--- src/rtl/fall_alarm_controller_pkg.sv ---
// Shared definitions for the fall alarm controller.
//   - state_t     : 2-bit FSM encoding, also driven out as stateCode
//   - CONF_CNT_W  : width of the consecutive-positive-sample counter
//   - COOL_CNT_W  : width of the cooldown down-counter
package fall_alarm_controller_pkg;

    localparam int CONF_CNT_W = 4;
    localparam int COOL_CNT_W = 16;

    typedef enum logic [1:0] {
        ST_IDLE     = 2'd0,
        ST_CONFIRM  = 2'd1,
        ST_ALARM    = 2'd2,
        ST_COOLDOWN = 2'd3
    } state_t;

endpackage

--- src/rtl/fall_alarm_controller_if.sv ---
// Signal bundle between the falling detector / user controls and the
// fall alarm controller.
//   master : drives enable, sampleValid, fallDetected, ack; observes status
//   slave  : the controller; consumes the controls, drives the status outputs
//
// Handshake: sampleValid is a one-cycle strobe with no backpressure (the
// controller is always ready). fallDetected is only looked at in a cycle where
// sampleValid=1 and enable=1; ack is a level acted on in every cycle it is 1.
interface fall_alarm_controller_if #(
    parameter int EVENT_W = 8
);
    logic               enable;
    logic               sampleValid;
    logic               fallDetected;
    logic               ack;
    logic               alarm;
    logic               fallPending;
    logic               coolingDown;
    logic [EVENT_W-1:0] eventCount;
    logic [1:0]         stateCode;

    modport master (
        output enable, sampleValid, fallDetected, ack,
        input  alarm, fallPending, coolingDown, eventCount, stateCode
    );

    modport slave (
        input  enable, sampleValid, fallDetected, ack,
        output alarm, fallPending, coolingDown, eventCount, stateCode
    );
endinterface

--- src/rtl/fall_alarm_controller_sat_counter.sv ---
// Saturating up-counter.
//   clk, rst_n : clock, asynchronous active-low reset (count -> 0)
//   clear      : synchronous clear, has priority over inc
//   inc        : add one unless already all-ones
//   count      : current value
module sat_counter #(
    parameter int W = 8
) (
    input  logic         clk,
    input  logic         rst_n,
    input  logic         clear,
    input  logic         inc,
    output logic [W-1:0] count
);
    always_ff @(posedge clk or negedge rst_n) begin
        if (!rst_n) begin
            count <= '0;
        end else if (clear) begin
            count <= '0;
        end else if (inc && (count != {W{1'b1}})) begin
            count <= count + 1'b1;
        end
    end
endmodule

--- src/rtl/fall_alarm_controller.sv ---
// Fall alarm controller: confirms CONFIRM_COUNT consecutive positive samples,
// latches an alarm until ack, then ignores samples for COOLDOWN_CYCLES clocks.
//   clk, rst_n : clock, asynchronous active-low reset
//   bus        : slave side of fall_alarm_controller_if
//                (inputs enable/sampleValid/fallDetected/ack,
//                 registered outputs alarm/fallPending/coolingDown/
//                 eventCount/stateCode)
module fall_alarm_controller
    import fall_alarm_controller_pkg::*;
#(
    parameter int CONFIRM_COUNT   = 4,
    parameter int COOLDOWN_CYCLES = 16,
    parameter int EVENT_W         = 8
) (
    input  logic                       clk,
    input  logic                       rst_n,
    fall_alarm_controller_if.slave     bus
);
    state_t                state;
    state_t                nextState;
    logic [CONF_CNT_W-1:0] confCnt;
    logic [CONF_CNT_W-1:0] confNext;
    logic [COOL_CNT_W-1:0] coolCnt;
    logic [COOL_CNT_W-1:0] coolNext;
    logic                  enterAlarm;
    logic                  alarmQ;
    logic                  pendingQ;
    logic                  coolingQ;
    logic [EVENT_W-1:0]    eventCount;

    logic validSample;
    logic posSample;
    assign validSample = bus.enable & bus.sampleValid;
    assign posSample   = validSample & bus.fallDetected;

    always_comb begin
        nextState  = state;
        confNext   = confCnt;
        coolNext   = coolCnt;
        enterAlarm = 1'b0;
        case (state)
            ST_IDLE: begin
                if (posSample) begin
                    if (CONFIRM_COUNT == 1) begin
                        nextState  = ST_ALARM;
                        confNext   = '0;
                        enterAlarm = 1'b1;
                    end else begin
                        nextState = ST_CONFIRM;
                        confNext  = CONF_CNT_W'(1);
                    end
                end
            end
            ST_CONFIRM: begin
                // Disable is checked first so it beats a simultaneous strobe.
                if (!bus.enable) begin
                    nextState = ST_IDLE;
                    confNext  = '0;
                end else if (validSample) begin
                    if (bus.fallDetected) begin
                        if ((confCnt + CONF_CNT_W'(1)) == CONF_CNT_W'(CONFIRM_COUNT)) begin
                            nextState  = ST_ALARM;
                            confNext   = '0;
                            enterAlarm = 1'b1;
                        end else begin
                            confNext = confCnt + CONF_CNT_W'(1);
                        end
                    end else begin
                        nextState = ST_IDLE;
                        confNext  = '0;
                    end
                end
            end
            ST_ALARM: begin
                if (bus.ack) begin
                    nextState = ST_COOLDOWN;
                    coolNext  = COOL_CNT_W'(COOLDOWN_CYCLES - 1);
                end
            end
            ST_COOLDOWN: begin
                // Loaded with N-1 and left when 0 is seen: N clocks in total.
                if (coolCnt == '0) begin
                    nextState = ST_IDLE;
                end else begin
                    coolNext = coolCnt - COOL_CNT_W'(1);
                end
            end
            default: begin
                nextState = ST_IDLE;
            end
        endcase
    end

    always_ff @(posedge clk or negedge rst_n) begin
        if (!rst_n) begin
            state    <= ST_IDLE;
            confCnt  <= '0;
            coolCnt  <= '0;
            alarmQ   <= 1'b0;
            pendingQ <= 1'b0;
            coolingQ <= 1'b0;
        end else begin
            state    <= nextState;
            confCnt  <= confNext;
            coolCnt  <= coolNext;
            alarmQ   <= (nextState == ST_ALARM);
            pendingQ <= (nextState == ST_CONFIRM);
            coolingQ <= (nextState == ST_COOLDOWN);
        end
    end

    sat_counter #(
        .W(EVENT_W)
    ) u_eventCounter (
        .clk   (clk),
        .rst_n (rst_n),
        .clear (1'b0),
        .inc   (enterAlarm),
        .count (eventCount)
    );

    assign bus.alarm       = alarmQ;
    assign bus.fallPending = pendingQ;
    assign bus.coolingDown = coolingQ;
    assign bus.eventCount  = eventCount;
    assign bus.stateCode   = state;
endmodule

--- src/flat_wrapper.sv ---
// flat-port wrapper written by rule: the top's interface ports become plain ports
module fall_alarm_controller_flat import fall_alarm_controller_pkg::*;
#(
    parameter int CONFIRM_COUNT   = 4,
    parameter int COOLDOWN_CYCLES = 16,
    parameter int EVENT_W         = 8
)
  (clk, rst_n, bus_enable, bus_sampleValid, bus_fallDetected, bus_ack, bus_alarm, bus_fallPending, bus_coolingDown, bus_eventCount, bus_stateCode);
  fall_alarm_controller_if #(.EVENT_W(EVENT_W)) bus_i ();
  input  logic clk;
  input  logic rst_n;
  input wire logic [$bits(bus_i.enable)-1:0] bus_enable;
  input wire logic [$bits(bus_i.sampleValid)-1:0] bus_sampleValid;
  input wire logic [$bits(bus_i.fallDetected)-1:0] bus_fallDetected;
  input wire logic [$bits(bus_i.ack)-1:0] bus_ack;
  output wire logic [$bits(bus_i.alarm)-1:0] bus_alarm;
  output wire logic [$bits(bus_i.fallPending)-1:0] bus_fallPending;
  output wire logic [$bits(bus_i.coolingDown)-1:0] bus_coolingDown;
  output wire logic [$bits(bus_i.eventCount)-1:0] bus_eventCount;
  output wire logic [$bits(bus_i.stateCode)-1:0] bus_stateCode;
  assign bus_i.enable = bus_enable;
  assign bus_i.sampleValid = bus_sampleValid;
  assign bus_i.fallDetected = bus_fallDetected;
  assign bus_i.ack = bus_ack;
  assign bus_alarm = bus_i.alarm;
  assign bus_fallPending = bus_i.fallPending;
  assign bus_coolingDown = bus_i.coolingDown;
  assign bus_eventCount = bus_i.eventCount;
  assign bus_stateCode = bus_i.stateCode;
  fall_alarm_controller #(.CONFIRM_COUNT(CONFIRM_COUNT), .COOLDOWN_CYCLES(COOLDOWN_CYCLES), .EVENT_W(EVENT_W)) u_core (.clk(clk), .rst_n(rst_n), .bus(bus_i));
endmodule
--- config.mk ---
export PLATFORM = sky130hd
export DESIGN_NAME = fall_alarm_controller_flat
export DESIGN_NICKNAME = d
export VERILOG_FILES = /design/src/rtl/fall_alarm_controller_pkg.sv /design/src/rtl/fall_alarm_controller_if.sv /design/src/rtl/fall_alarm_controller_sat_counter.sv /design/src/rtl/fall_alarm_controller.sv /design/src/flat_wrapper.sv
export SDC_FILE = /design/constraint.sdc
export NUM_CORES = 1
export LEC_CHECK = 0
export BUFFER_PORTS_ARGS = -buffer_cell sky130_fd_sc_hd__buf_4
export CORE_ASPECT_RATIO = 0.8
export CORE_MARGIN = 3
export CORE_UTILIZATION = 25
export CTS_BUF_LIST = sky130_fd_sc_hd__clkbuf_16
export CTS_CLUSTER_DIAMETER = 150
export DETAILED_ROUTE_END_ITERATION = 7
export GPL_TIMING_DRIVEN = 0
export PLACE_DENSITY = 0.41
export RECOVER_POWER = 50
export SKIP_LAST_GASP = 1
export SYNTH_ARGS = -nofsm -noshare
export SYNTH_HDL_FRONTEND = slang
export SYNTH_HIERARCHICAL = 1
export SYNTH_SLANG_ARGS = --single-unit
--- constraint.sdc ---
create_clock -name clk -period 2.7 [get_ports clk]
set_input_delay 0.27 -clock clk [delete_from_list [all_inputs] [get_ports clk]]
set_output_delay 0.27 -clock clk [all_outputs]
set_load 0.005 [all_outputs]
* Word level (Yosys, flattened, before mapping)
Cells that the tools add are included.
** Word-level totals
- Memories :: 0
- Bits in read-only memories :: 0
- Bits in registers :: 33
- Input bits :: 6
- Bits in writable memories :: 0
- Latch bits :: 0
- Word-level logic and storage cells :: 53
** Operators by class
- Shift operators :: 0
- Equal/unequal tests :: 12
- Add/subtract/negate cells :: 3
- Divide/modulo/power cells :: 0
- Reduce and logical (&&, ||, !) cells :: 7
- $mul :: 0
- Mux-type cells :: 22
- Magnitude comparators :: 0
- Bitwise operators :: 2
** Operator list (number)
- 2-to-1 mux 16 bit :: 2
- case mux 16 bit (2 select lines) :: 1
- 2-to-1 mux 4 bit :: 5
- zero test 16 bit :: 1
- subtractor 16 x 1 -> 16 bit (second input constant) :: 1
- 2-to-1 mux 2 bit :: 7
- adder 8 x 1 -> 8 bit (second input constant) :: 1
- equality test 2 bit (second input constant) :: 4
- != test 8 bit (second input constant) :: 1
- case mux 2 bit (4 select lines) :: 1
- case mux 4 bit (2 select lines) :: 1
- AND reduction 3 bit :: 2
- 2-to-1 mux 1 bit :: 5
- adder 4 x 1 -> 4 bit (second input constant) :: 1
- equality test 2 x 1 -> 1 bit (second input constant) :: 2
- equality test 4 x 3 -> 1 bit (second input constant) :: 1
- != test 2 bit (second input constant) :: 2
- nonzero test 2 bit :: 2
- != test 3 x 2 -> 1 bit (second input constant) :: 1
- AND 1 bit :: 2
- zero test 2 bit :: 1
- != test 2 x 1 -> 1 bit (second input constant) :: 1
- logical AND 1 bit :: 1

* Logic depth before layout (Yosys ltp)
- Word-level depth :: 8
- Gate-level depth with buffers :: 9
- Gate-level depth less buffers :: 8

* Cells and area by module
The synthesis kept the hierarchy.
** By module, submodules not included
- fall_alarm_controller :: times used 1, area an instance 1501.4 µm², cells an instance 156
- sat_counter :: times used 1, area an instance 464.2 µm², cells an instance 49

* Worst setup path before layout
OpenSTA, ideal clock, no wires.
- Kind :: register to register
- Start :: register u_core.confCnt[0]
- End :: register u_core.u_eventCounter.count[7]
- Required time :: 2.606 ns
- Path slack :: 0.476 ns
- Arrival time :: 2.130 ns
- Cell stages (with the launch flop) :: 10
- Library setup time :: 0.094 ns
- Cell sequence :: dfrtp_1 -> ha_1 -> nor2b_1 -> a32oi_1 -> nor2b_1 -> and3_1 -> buf_2 -> nand3_1 -> or3_1 -> a211oi_1
** Between the ends
- Word-level cells in the longest chain between the ends :: 8
** Ends and longest elaborated chain
- from (decl) :: line fall_alarm_controller.sv:21 : logic [CONF_CNT_W-1:0] confCnt;
- from (signal assigned) :: line fall_alarm_controller.sv:104 : confCnt <= confNext;
- adder 4 x 1 -> 4 bit :: line fall_alarm_controller.sv:61 : if ((confCnt + CONF_CNT_W'(1)) == CONF_CNT_W'(CONFIRM_COUNT)) begin
- equality test 4 x 3 -> 1 bit :: line fall_alarm_controller.sv:61
- 2-to-1 mux 1 bit :: line fall_alarm_controller.sv:61
- 2-to-1 mux 1 bit :: line fall_alarm_controller.sv:60 : if (bus.fallDetected) begin
- 2-to-1 mux 1 bit :: line fall_alarm_controller.sv:59 : end else if (validSample) begin
- 2-to-1 mux 1 bit :: line fall_alarm_controller.sv:56 : if (!bus.enable) begin
- 2-to-1 mux 1 bit :: line fall_alarm_controller.sv:41 : case (state)
- named net u_core.enterAlarm :: line fall_alarm_controller.sv:25 : logic enterAlarm;
- logical AND 1 bit :: line fall_alarm_controller_sat_counter.sv:20 : end else if (inc && (count != {W{1'b1}})) begin
- to (signal assigned) :: line fall_alarm_controller_sat_counter.sv:21 : count <= count + 1'b1;
- to (decl) :: line fall_alarm_controller_sat_counter.sv:13 : output logic [W-1:0] count
The timed path passes the listed nets, and every way through them passes these cells.
A chain may end at the register's enable or synchronous reset.

* Worst setup path in the final report
- Start :: register u_core.confCnt[0]
- End :: register u_core.u_eventCounter.count[5]
The elaborated chain is that of the path after synthesis.

==> results.yml <==
floorplan:
  die_h_um: 85.3
  rows: 28
  die_area_um2: 8970
  initial_core_util: 0.261
  core_area_um2: 7530
  io_pins: 19
  die_w_um: 105
logic_synthesis:
  synth_ff_type: "dfrtp_1"
  syn_area_um2: 1970
  post-synth-top-area-cell: "dfrtp_1"
  synthTopCellsByArea: "dfrtp_1 (42%), a21oi_1 (3.8%), ha_1 (3.2%), o31ai_1 (2.7%), nand3_1 (2.5%)"
  synth_edf_count: 0
  yosysWarningCount: 6
  ys_types: 54
  syn_area_per_cell_um2: 9.59
  async_flop_share: 1.00
  syn_inst: 205
  yosysTopAreaCellShare: 0.420
  ys_seq_elements: 33
  yosysSeqAreaShare: 0.420
sta:
  max_slew_margin: 0.423
  clock_skew_ps: 6.23
  setup-violations-final: 0
  fin_setup_tns_ps: 0
  min_period_over_period: 0.918
  tightest_slew_ps: 865
  drv_slew: 0
  min_period_ps: 2480
  max_freq_mhz: 403
  rsz0062_at_grt: "false"
  finalHoldViolCount: 0
pwr:
  p_leak_uw: 0.000937
  peakVddDrop_mv: 0.228
  power.density_cell_area_nw_per_um2: 492
grt:
  grt_pass1_wl_mm: 7.99
  busiest_layer: "met1"
  grt_use_met2: 0.153
  grtUsageMet3: 0.0312
  grt_max_degree: 34
  antenna_found_initial: 0
  grt_use_total: 0.111
  grt.met1_usage: 0.167
  gr-total-overflow: 0
  grt_pass1_vias: 1549
detailed_routing:
  firstDrtPassIters: 4
  drc: 0
  viasPerCell: 4.99
  finalWirelength_mm: 4.79
  vias: 1681
  ant_nets: 0
  wire_per_inst_um: 14.2
  drt-initial-drc-count: 137
worst_setup_path:
  critPathMaxStageDelay_ps: 450
  r2r_end: "u_core/u_eventCounter/count[5]"
  critical_path.max_fanout: 9
  crit_chain: "ha_1 -> nor2b_1 -> a32oi_1 -> nor2b_2 -> and3_1 -> buf_2 -> nand3_1 -> a2111oi_0 -> nor3b_1"
  reg2reg_depth: 9
  worstPathRequired_ps: 2850
  slowest_stage: "dfrtp_1"
  critPathBufInv: 1
  worstSetupPathDepth: 9
  critPathLaunchType: "flip-flop"
  crit_family: "simple AND/OR/NAND/NOR gates"
  worstReg2RegStart: "u_core/confCnt[0]"
  cp-end-kind: "flip-flop"
  r2r_slack_ps: 220
  path_class: "reg2reg"
  worst-endpoint-arrival_ps: 2630
clock_tree:
  clock_latency_ps: 280
  cts_setup_buffers: 0
  cts-root-buf: "clkbuf_16"
  cts_sinks: 33
  numCtsBuffers: 5
  clkTransAtPathRegs_ps: 60
  cts_max_level: 2
  cts_tree: "built"
  clockBufferDepth: 2
job:
  cap_violations: 0
layout:
  nFillCells: 801
  drive_gt1_frac: 0.190
  post-route-util: 0.315
  synthToLayoutAreaGrowth_pct: 20.8
  n_antenna_cell: 0
  final_cells: 337
  finalNetCount: 242
placed_design:
  dp.cells: 328
  port_buffers: 17
  place.gp.congestion: 0.746
  dp_hpwl_mm: 3.32
hold_path:
  worstHoldStart: "bus_enable"
  worstHoldEndpoint: "u_core/bus.fallPending"
  hold_class: "in2reg"
  hold_depth: 3
outcome:
  status: "finished, final reports clean"
[power breakdown]
group | total (µW) | internal [µW] | leakage [µW] | switching, µW
Combinational | 91.1 | 36.9 | 0.000445 | 54.2
Clock | 545 | 335 | 0.0000748 | 210
Sequential | 533 | 511 | 0.000418 | 21.3
Total | 1170 | 883 | 0.000937 | 286
[synthesized netlist by cell type (all sizes together), types with 2 or more instances]
cell	count
dfrtp	33
a21oi	15
nand3	11
nor2	11
nand2	10
nor3	9
nand2b	7
o31ai	7
or4	7
inv	6
nor2b	6
o21ai	6
a311oi	5
and3	5
clkbuf	5
ha	5
buf	4
nor4	4
or3	4
a31oi	3
and4	3
mux2i	3
nand4	3
o41ai	3
or2	3
a31o	2
mux2	2
nand3b	2
nand4b	2
nor3b	2
[placed cells by master, fill, tap and decap left out, drive strengths merged, types with 3 or more instances in the layout]
cell / n
a311oi: 5
nand2: 10
or3: 4
or2: 3
dfrtp: 33
nor3: 9
a31oi: 3
o21ai: 6
nor4: 4
nor2: 11
ha: 5
a21oi: 15
nand3: 11
mux2i: 3
and4: 3
clkbuf: 17
o41ai: 3
and3: 5
inv: 7
or4: 7
nand4: 3
o31ai: 7
nor2b: 6
buf: 14
nand2b: 7
[metrics by stage]
step | hold slack, ps | power, µW | cell area (µm²) | worst slack (ps)
after global placement | 261 | 632 | 2230 | 103
after floorplan | -25.6 | 591 | 1970 | 476
after CTS | 316 | 1190 | 2380 | 114
after global routing | 339 | 1230 | 2370 | 23.7
final | 326 | 1170 | 2370 | 221
after detailed placement | 260 | 632 | 2230 | 113
[sequential cells by signal, summed over array words and instances (netlist names)]
register,cells
u_core/bus.stateCode,2
u_core/coolCnt,16
u_core/confCnt,4
u_core/bus.coolingDown,1
u_core/bus.alarm,1
u_core/u_eventCounter/count,8
u_core/bus.fallPending,1
[worst min-delay path, stage by stage]
cell and delay, ps:
buf_4 140, o2111ai_1 100, a31oi_1 50
[worst max path at each step]
stage | from | slack (ps) | end
after floorplan | u_core/confCnt[0] | 480 | u_core/u_eventCounter/count[7]
after global placement | u_core/confCnt[0] | 100 | u_core/u_eventCounter/count[7]
after detailed placement | u_core/confCnt[0] | 110 | u_core/u_eventCounter/count[5]
after CTS | u_core/confCnt[0] | 110 | u_core/u_eventCounter/count[5]
after global routing | u_core/confCnt[0] | 20 | u_core/u_eventCounter/count[7]
final | u_core/confCnt[0] | 220 | u_core/u_eventCounter/count[5]
[area by class of cell]
cell class                 instances  area (µm²)  share of cell area
multi-input combinational        158        1060               0.448
tap                              105         131              0.0554
clock buffer                       5         125              0.0527
sequential                        33         826               0.348
buffer                             9        61.3              0.0258
timing repair buffer              18         131              0.0554
inverter                           6        22.5             0.00949
clock inverter                     3        13.8             0.00580
[what timing repair did]
item                                   4_1_cts  5_1_grt
setup endpoints to repair                    0        4
gates resized for setup                      0        1
endpoints found under the hold margin       33        0
hold buffers                                 1        0
[cell families after synthesis]
family / count (synthesis) / share of synthesized area
buffers and inverters: 15 / 0.0426
other: 1 / 0.00191
muxes: 5 / 0.0267
and+or+nand+nor: 92 / 0.285
xor gates and xnor gates: 1 / 0.00446
AOI/OAI and AO/OA: 53 / 0.188
DFF: 33 / 0.420
adders and majority gates: 5 / 0.0318
[per-layer routing]
| layer | wire length [µm] | vias to the layer above |
|---|---|---|
| met2 | 1980 | 31 |
| met4 | 51 | 0 |
| met1 | 2570 | 807 |
| met5 | 0 | - |
| li1 | - | 838 |
| met3 | 185 | 5 |
(Power assumes the default switching activity.)
